--- config.mk ---
export PLATFORM = sky130hd
export DESIGN_NAME = regfile_sb
export DESIGN_NICKNAME = d
export VERILOG_FILES = /design/src/rtl/regfile_pkg.sv /design/src/rtl/regfile_scoreboard.sv /design/src/rtl/regfile_sb.sv
export SDC_FILE = /design/constraint.sdc
export NUM_CORES = 2
export LEC_CHECK = 0
export CAP_MARGIN = 20
export CORE_AREA = 2 2 437 439
export CTS_CLUSTER_DIAMETER = 50
export DETAILED_ROUTE_END_ITERATION = 7
export DIE_AREA = 0 0 439 441
export GPL_TIMING_DRIVEN = 0
export MAX_ROUTING_LAYER = met4
export PLACE_DENSITY_LB_ADDON = 0.3
export SYNTH_ARGS = -nofsm -noshare
export SYNTH_HDL_FRONTEND = slang
export SYNTH_HIERARCHICAL = 1
export SYNTH_SLANG_ARGS = --single-unit
export TNS_END_PERCENT = 50
--- constraint.sdc ---
create_clock -name clk -period 5.7 [get_ports clk]
set_clock_uncertainty 0.15 [all_clocks]
set_input_delay 1.14 -clock clk [delete_from_list [all_inputs] [get_ports clk]]
set_output_delay 1.14 -clock clk [all_outputs]
set_load 0.02 [all_outputs]
--- src/rtl/regfile_pkg.sv ---
// Shared defaults and types for the scoreboarded register file.
package regfile_pkg;

    localparam int unsigned XLEN_DEF  = 32;
    localparam int unsigned NREGS_DEF = 32;
    localparam int unsigned AW_DEF    = $clog2(NREGS_DEF);
    localparam int unsigned ZERO_IDX  = 0;

    typedef logic [AW_DEF-1:0] reg_addr_t;

endpackage

--- src/rtl/regfile_scoreboard.sv ---
// Per-register busy bits: flush beats issue, issue beats writeback clear.
module regfile_scoreboard
    import regfile_pkg::*;
#(
    parameter int unsigned NREGS    = NREGS_DEF,
    parameter int unsigned AW       = $clog2(NREGS),
    parameter int unsigned ZERO_REG = 1
) (
    input  logic          clk,
    input  logic          rst_n,
    input  logic          flush,
    input  logic          iss_valid,
    input  logic [AW-1:0] iss_rd,
    input  logic          we,
    input  logic [AW-1:0] waddr,
    input  logic [AW-1:0] raddr1,
    input  logic [AW-1:0] raddr2,
    output logic          busy1,
    output logic          busy2,
    output logic          any_busy
);

    logic [NREGS-1:0] busy_q;
    logic [NREGS-1:0] busy_d;

    always_comb begin
        busy_d = busy_q;
        if (flush) begin
            busy_d = '0;
        end else begin
            for (int unsigned i = 0; i < NREGS; i++) begin
                // A hardwired zero register can never have a pending producer.
                if (iss_valid && iss_rd == AW'(i) && !(ZERO_REG != 0 && i == ZERO_IDX)) begin
                    busy_d[i] = 1'b1;
                end else if (we && waddr == AW'(i)) begin
                    busy_d[i] = 1'b0;
                end
            end
        end
    end

    always_ff @(posedge clk or negedge rst_n) begin
        if (!rst_n) begin
            busy_q <= '0;
        end else begin
            busy_q <= busy_d;
        end
    end

    assign busy1    = busy_q[raddr1];
    assign busy2    = busy_q[raddr2];
    assign any_busy = |busy_q;

endmodule

--- src/rtl/regfile_sb.sv ---
// Register file with one write port, two combinational read ports and a busy scoreboard.
// Define REGFILE_SB_BYPASS_EN to forward same-cycle writeback data onto the read ports.
module regfile_sb
    import regfile_pkg::*;
#(
    parameter int unsigned XLEN     = XLEN_DEF,
    parameter int unsigned NREGS    = NREGS_DEF,
    parameter int unsigned AW       = $clog2(NREGS),
    parameter int unsigned ZERO_REG = 1
) (
    input  logic            clk,
    input  logic            rst_n,
    input  logic            we,
    input  logic [AW-1:0]   waddr,
    input  logic [XLEN-1:0] wdata,
    input  logic [AW-1:0]   raddr1,
    input  logic [AW-1:0]   raddr2,
    output logic [XLEN-1:0] rdata1,
    output logic [XLEN-1:0] rdata2,
    input  logic            iss_valid,
    input  logic [AW-1:0]   iss_rd,
    input  logic            flush,
    output logic            busy1,
    output logic            busy2,
    output logic            any_busy
);

    logic [XLEN-1:0] regs_q [NREGS];
    logic            wr_en;
    logic            sb_busy1;
    logic            sb_busy2;

    assign wr_en = we && !(ZERO_REG != 0 && waddr == AW'(ZERO_IDX));

    always_ff @(posedge clk or negedge rst_n) begin
        if (!rst_n) begin
            for (int unsigned i = 0; i < NREGS; i++) begin
                regs_q[i] <= '0;
            end
        end else if (wr_en) begin
            regs_q[waddr] <= wdata;
        end
    end

    regfile_scoreboard #(
        .NREGS    (NREGS),
        .AW       (AW),
        .ZERO_REG (ZERO_REG)
    ) u_scoreboard (
        .clk       (clk),
        .rst_n     (rst_n),
        .flush     (flush),
        .iss_valid (iss_valid),
        .iss_rd    (iss_rd),
        .we        (we),
        .waddr     (waddr),
        .raddr1    (raddr1),
        .raddr2    (raddr2),
        .busy1     (sb_busy1),
        .busy2     (sb_busy2),
        .any_busy  (any_busy)
    );

    always_comb begin
        rdata1 = regs_q[raddr1];
        rdata2 = regs_q[raddr2];
        busy1  = sb_busy1;
        busy2  = sb_busy2;
        if (ZERO_REG != 0 && raddr1 == AW'(ZERO_IDX)) rdata1 = '0;
        if (ZERO_REG != 0 && raddr2 == AW'(ZERO_IDX)) rdata2 = '0;
`ifdef REGFILE_SB_BYPASS_EN
        // wr_en already excludes the hardwired zero register.
        if (wr_en && waddr == raddr1) begin
            rdata1 = wdata;
            busy1  = 1'b0;
        end
        if (wr_en && waddr == raddr2) begin
            rdata2 = wdata;
            busy2  = 1'b0;
        end
`endif
    end

endmodule

Word-level counts from Yosys, hierarchy flattened

Cells that the tools add are included.

Magnitude comparators: 6
Equality and inequality tests: 62
Multiplexer cells: 79
Bitwise operators: 3
Reduce and logical (&&, ||, !) cells: 102

Operator list:

| cell                                                 | count |
|---|---|
| bitwise mux 1024 bit                                 | 1 |
| binary-select mux 32 bit (select 5 bit)              | 2 |
| 2-to-1 mux 32 bit                                    | 8 |
| demux 32 bit (select 5 bit)                          | 1 |
| equality test 5 bit (second input constant)          | 32 |
| nonzero test 3 bit                                   | 31 |
| equality test 5 x 4 -> 1 bit (second input constant) | 16 |
| logical AND 1 bit                                    | 65 |
| 2-to-1 mux 1 bit                                     | 65 |
| equality test 5 x 3 -> 1 bit (second input constant) | 8 |
| OR reduction 32 bit                                  | 1 |
| equality test 5 x 2 -> 1 bit (second input constant) | 4 |
| >= comparator 6 bit (second input constant)          | 3 |
| NOT 5 -> 6 bit                                       | 3 |
| zero test 5 bit                                      | 3 |
| < comparator 5 x 6 -> 1 bit (second input constant)  | 2 |
| binary-select mux 1 bit (select 5 bit)               | 2 |
| equality test 5 x 1 -> 1 bit (second input constant) | 2 |
| < comparator 6 x 1 -> 1 bit (second input constant)  | 1 |
| nonzero test 2 bit                                   | 1 |
| zero test 1 bit                                      | 1 |

Bits in registers: 1056
Bits of input ports: 57
Output and inout port bits: 67
Word-level logic and storage cells: 316

Longest topological paths before layout

Depth after elaboration: 6
Gate-level depth with buffers: 7
Mapped depth without buffers: 4

By module

The synthesis kept the hierarchy.

By module, submodules not included:

| module             | times used | cells each | area an instance (um^2) | seq. area each (um^2) |
|---|---|---|---|---|
| regfile_sb         | 1          | 3621       | 54355.9                 | 25624.6 |
| regfile_scoreboard | 1          | 247        | 2095.8                  | 775.7 |

Worst setup path before layout

No wires, ideal clock.

Path kind: input port to output port
Start: input raddr1[1]
End: output rdata1[29]
Arrival time: 2.845 ns
Required time: 4.410 ns
Slack: 1.565 ns
Cell stages on the path: 7
Cells stage by stage: buf_4 -> buf_4 -> nor2b_1 -> clkbuf_1 -> a221oi_1 -> o21ai_0 -> a311oi_1

Cells in the longest elaborated chain, start to end: 5
Elaborated cells on any way between the ends: 6

Ends and longest elaborated chain:

| item                                                 | RTL line         | text |
|---|---|---|
| start, declared                                      | regfile_sb.sv:16 | `input logic [AW-1:0] raddr1,` |
| NOT 5 -> 6 bit (implied by the code)                 | regfile_sb.sv:65 | `rdata1 = regs_q[raddr1];` |
| binary-select mux 32 bit (select 5 bit)              | regfile_sb.sv:65 |  |
| 2-to-1 mux 32 bit (implied by the code) (2 in a row) | regfile_sb.sv:65 |  |
| 2-to-1 mux 32 bit *                                  | regfile_sb.sv:69 | `if (ZERO_REG != 0 && raddr1 == AW'(ZERO_IDX)) rdata1 = '0;` |
| end, declared                                        | regfile_sb.sv:18 | `output logic [XLEN-1:0] rdata1,` |

Mark *: on every way between the ends. The rest lies on a longest branch, timed or not. The select of a mux whose other input is x is not followed.

Final worst setup path

Start: input raddr1[0]
End: output rdata1[19]

Same word-level chain as after synthesis.

==> flow_summary.json <==
{
  "final_cells": 6766,
  "finalSetupViolCount": 11,
  "combPwrFrac_pct": 21.7,
  "leakagePower_nw": 28.1,
  "critical_path_peak_fanout": 10,
  "die_h_um": 441,
  "ys_ff_latch": 1055,
  "cp_data_required_time_ns": 4.41,
  "yosysSeqAreaShare_pct": 46.8,
  "finalMaxSlewViolations": 0,
  "grt_antenna_before_repair": 5,
  "syn_avg_cell_area_um2": 14.6,
  "nNetsFinal": 4203,
  "drc": 0,
  "crit_type": "in2out",
  "synth_top_area_share_pct": 46.8,
  "min_period_over_period_pct": 101,
  "synthArstFlopShare_pct": 100,
  "critPathLaunchType": "input pin",
  "power_frac_clock_pct": 36.6,
  "relSlewSlack_pct": 23.6,
  "crit_path_top_delay_cell": "clkdlybuf4s50_1",
  "grt_pass1_wl_mm": 319,
  "port_buffers": 115,
  "worst_slack_ns": -0.0850,
  "use_met3_pct": 4.93,
  "fin_area_um2": 67000,
  "cts_tree": "built",
  "clock_sinks": 1055,
  "crit_family": "buffers and inverters",
  "mostFrequentLayoutCell": "dfrtp_1",
  "worst_ir_drop_vdd_uv": 265,
  "dieWidth_um": 439,
  "cts-hold-fix-buffers": 0,
  "drtIter0Drc": 4438,
  "grt_max_degree": 168,
  "row_count": 160,
  "yosys_warnings": 6,
  "end_kind": "output port",
  "path_clk_slew_ns": 0.06,
  "cap_violations": 0,
  "finalHoldViolCount": 0,
  "hp-class": "in2async",
  "synth_area_leaders": "dfrtp_1, mux2_2, mux4_2",
  "grt_pass1_vias": 39272,
  "die-area_um2": 194000,
  "power_mw": 23.8,
  "p_seq_share_pct": 41.7,
  "postCtsSetupBuffers": 0,
  "tightest_slew_ns": 1.15,
  "drive_gt1_share_pct": 50.6,
  "clock.fmax_mhz": 173,
  "grt_usage_pct": 24.3,
  "synth_area_um2": 56500,
  "wire_per_inst_um": 34.0,
  "synth_edf_count": 0,
  "clockBufferDepth": 3,
  "postPlaceCellArea_um2": 61300,
  "crit_path_max_incr_delay_ns": 0.62,
  "antenna_left": 0,
  "start_util_pct": 29.8,
  "ios": 124,
  "firstDrtPassIters": 7,
  "arrival_ns": 4.50,
  "clock_latency_ns": 0.78,
  "violations": "setup timing",
  "via_per_inst": 5.78,
  "grt_util_met1_pct": 30.8,
  "area_delta_synth_final_pct": 18.7,
  "cts_htree_levels": 4,
  "critPathBufInv": 5,
  "synth_cells": 3868,
  "syn-num-nets": 3925,
  "met2_usage_pct": 35.6,
  "hpwl_mm": 167,
  "path_cells": "buf_2, buf_4, nor2_1, clkbuf_1, a221oi_1, o21ai_0, a311oi_1, clkbuf_4, clkdlybuf4s50_1",
  "swShare_pct": 29.4,
  "grt_busiest_layer": "met2",
  "core_um2": 189000,
  "holdWs_ns": 0.101,
  "status": "finished, violations left",
  "wl_mm": 230,
  "overflow": 0,
  "rsz0062_at_grt": "yes",
  "final_cell_mix": "dfrtp_1, mux2_2, mux4_2",
  "num_vias": 39095,
  "p_int_mw": 16.8,
  "cellPowerDensity_nw_per_um2": 355,
  "power.switching_mw": 7.00,
  "synth_ff_type": "dfrtp_1",
  "cts_buffers": 131,
  "dpl_worst_slack_ns": -1.92,
  "ctsRootBufferMaster": "clkbuf_16",
  "routabilityCongestion": 1.08,
  "dp_cells": 6527,
  "yosysTopAreaCell": "dfrtp_1",
  "period_needed_ns": 5.79,
  "yosysUniqueCellTypes": 42
}
## flip-flops by register name (all words and copies together), names as in the netlist
signal and flops:
regs_q 1024, u_scoreboard/busy_q 31
## worst reg2reg max path, cell delays in order (launching register included)
cell	delay, ns
dfrtp_1	0.47
o21ai_0	0.13
a21oi_1	0.16
## routing by layer
metal	up-vias	wire [µm]	part of all wire (%)
met5	-	0	0
met4	0	16900	7.3
met3	585	17400	7.6
met2	1901	103000	45
met1	21049	93100	40
li1	15560	-	-
## synth_stat cells, types with 4 or more instances
cell and count:
nor2_1 28, clkbuf_1 239, o21ai_0 134, a211oi_1 65, nor4_1 7, mux4_2 451
a22oi_1 68, a21oi_1 36, nor3_1 5, mux2_1 11, buf_4 33, o2111ai_1 17
buf_2 170, nand2_1 77, nand4_1 5, mux2i_1 145, o21ai_1 9, a311oi_1 64
dfrtp_1 1055, nand3_1 21, nor2b_1 83, a221oi_1 49, or4_1 4, nand2b_1 11
inv_1 4, mux2_2 1047
## cell type report
class                   count  area (µm²)
fillers                 18234      122000
multi-input cells        2362       28900
flip-flops and latches   1055       26400
clock buffers             179        3750
well taps                2511        3140
plain buffers             443        2350
repair buffers            149        1730
clock inverters            56         703
diodes                      7        17.5
inverters                   4        15.0
## what timing repair did
action / in CTS / in global routing
pin swaps: 24 / 6
endpoints found under the setup margin: 64 / 26
resized for setup: 299 / 32
## power groups by stage
stage / clock network (mW) / logic (mW) / registers, mW
CTS: 8.81 / 5.07 / 9.85
detailed placement: 0 / 4.90 / 9.98
floorplan: 0 / 3.33 / 9.62
global placement: 0 / 4.78 / 9.97
finish: 8.71 / 5.15 / 9.90
global route: 9.10 / 5.37 / 10.1
## cell families (layout without fill, tap and decap cells)
| family | after synthesis | count (layout) | synth area share (%) |
|---|---|---|---|
| mux | 1657 | 1657 | 41.8 |
| flops | 1055 | 1055 | 46.8 |
| buf+inv | 451 | 831 | 3.61 |
| compound gates | 443 | 443 | 5.39 |
| simple gates | 262 | 262 | 2.43 |
| other cells | 0 | 7 | 0 |
## per-stage QoR
stage	utilization [%]	TNS [ns]
final	35.4	-0.382
after global placement	32.1	-
after global routing	35.4	-0.155
after detailed placement	32.4	-91.00
after floorplan	-	0
after CTS	35.3	-0.199
## worst paths after layout
| kind | from | to | slack (ns) | cells past startpoint |
|---|---|---|---|---|
| worst max-delay path | raddr1[0] | rdata1[19] | -0.09 | 9 |
| min in group clk | regs_q[994]$_DFFE_PN0P_ | regs_q[994]$_DFFE_PN0P_ | 0.33 | 1 |
| worst min register to register | regs_q[994]$_DFFE_PN0P_ | regs_q[994]$_DFFE_PN0P_ | 0.33 | 1 |
| max in group asynchronous | rst_n | regs_q[474]$_DFFE_PN0P_ | 2.42 | 5 |
| worst max register to register | u_scoreboard/busy_q[31]$_DFFE_PN0P_ | u_scoreboard/busy_q[31]$_DFFE_PN0P_ | 4.70 | 2 |
| worst min-delay path | rst_n | regs_q[936]$_DFFE_PN0P_ | 0.10 | 1 |
No activity file was read; power rests on OpenSTA's default activity.
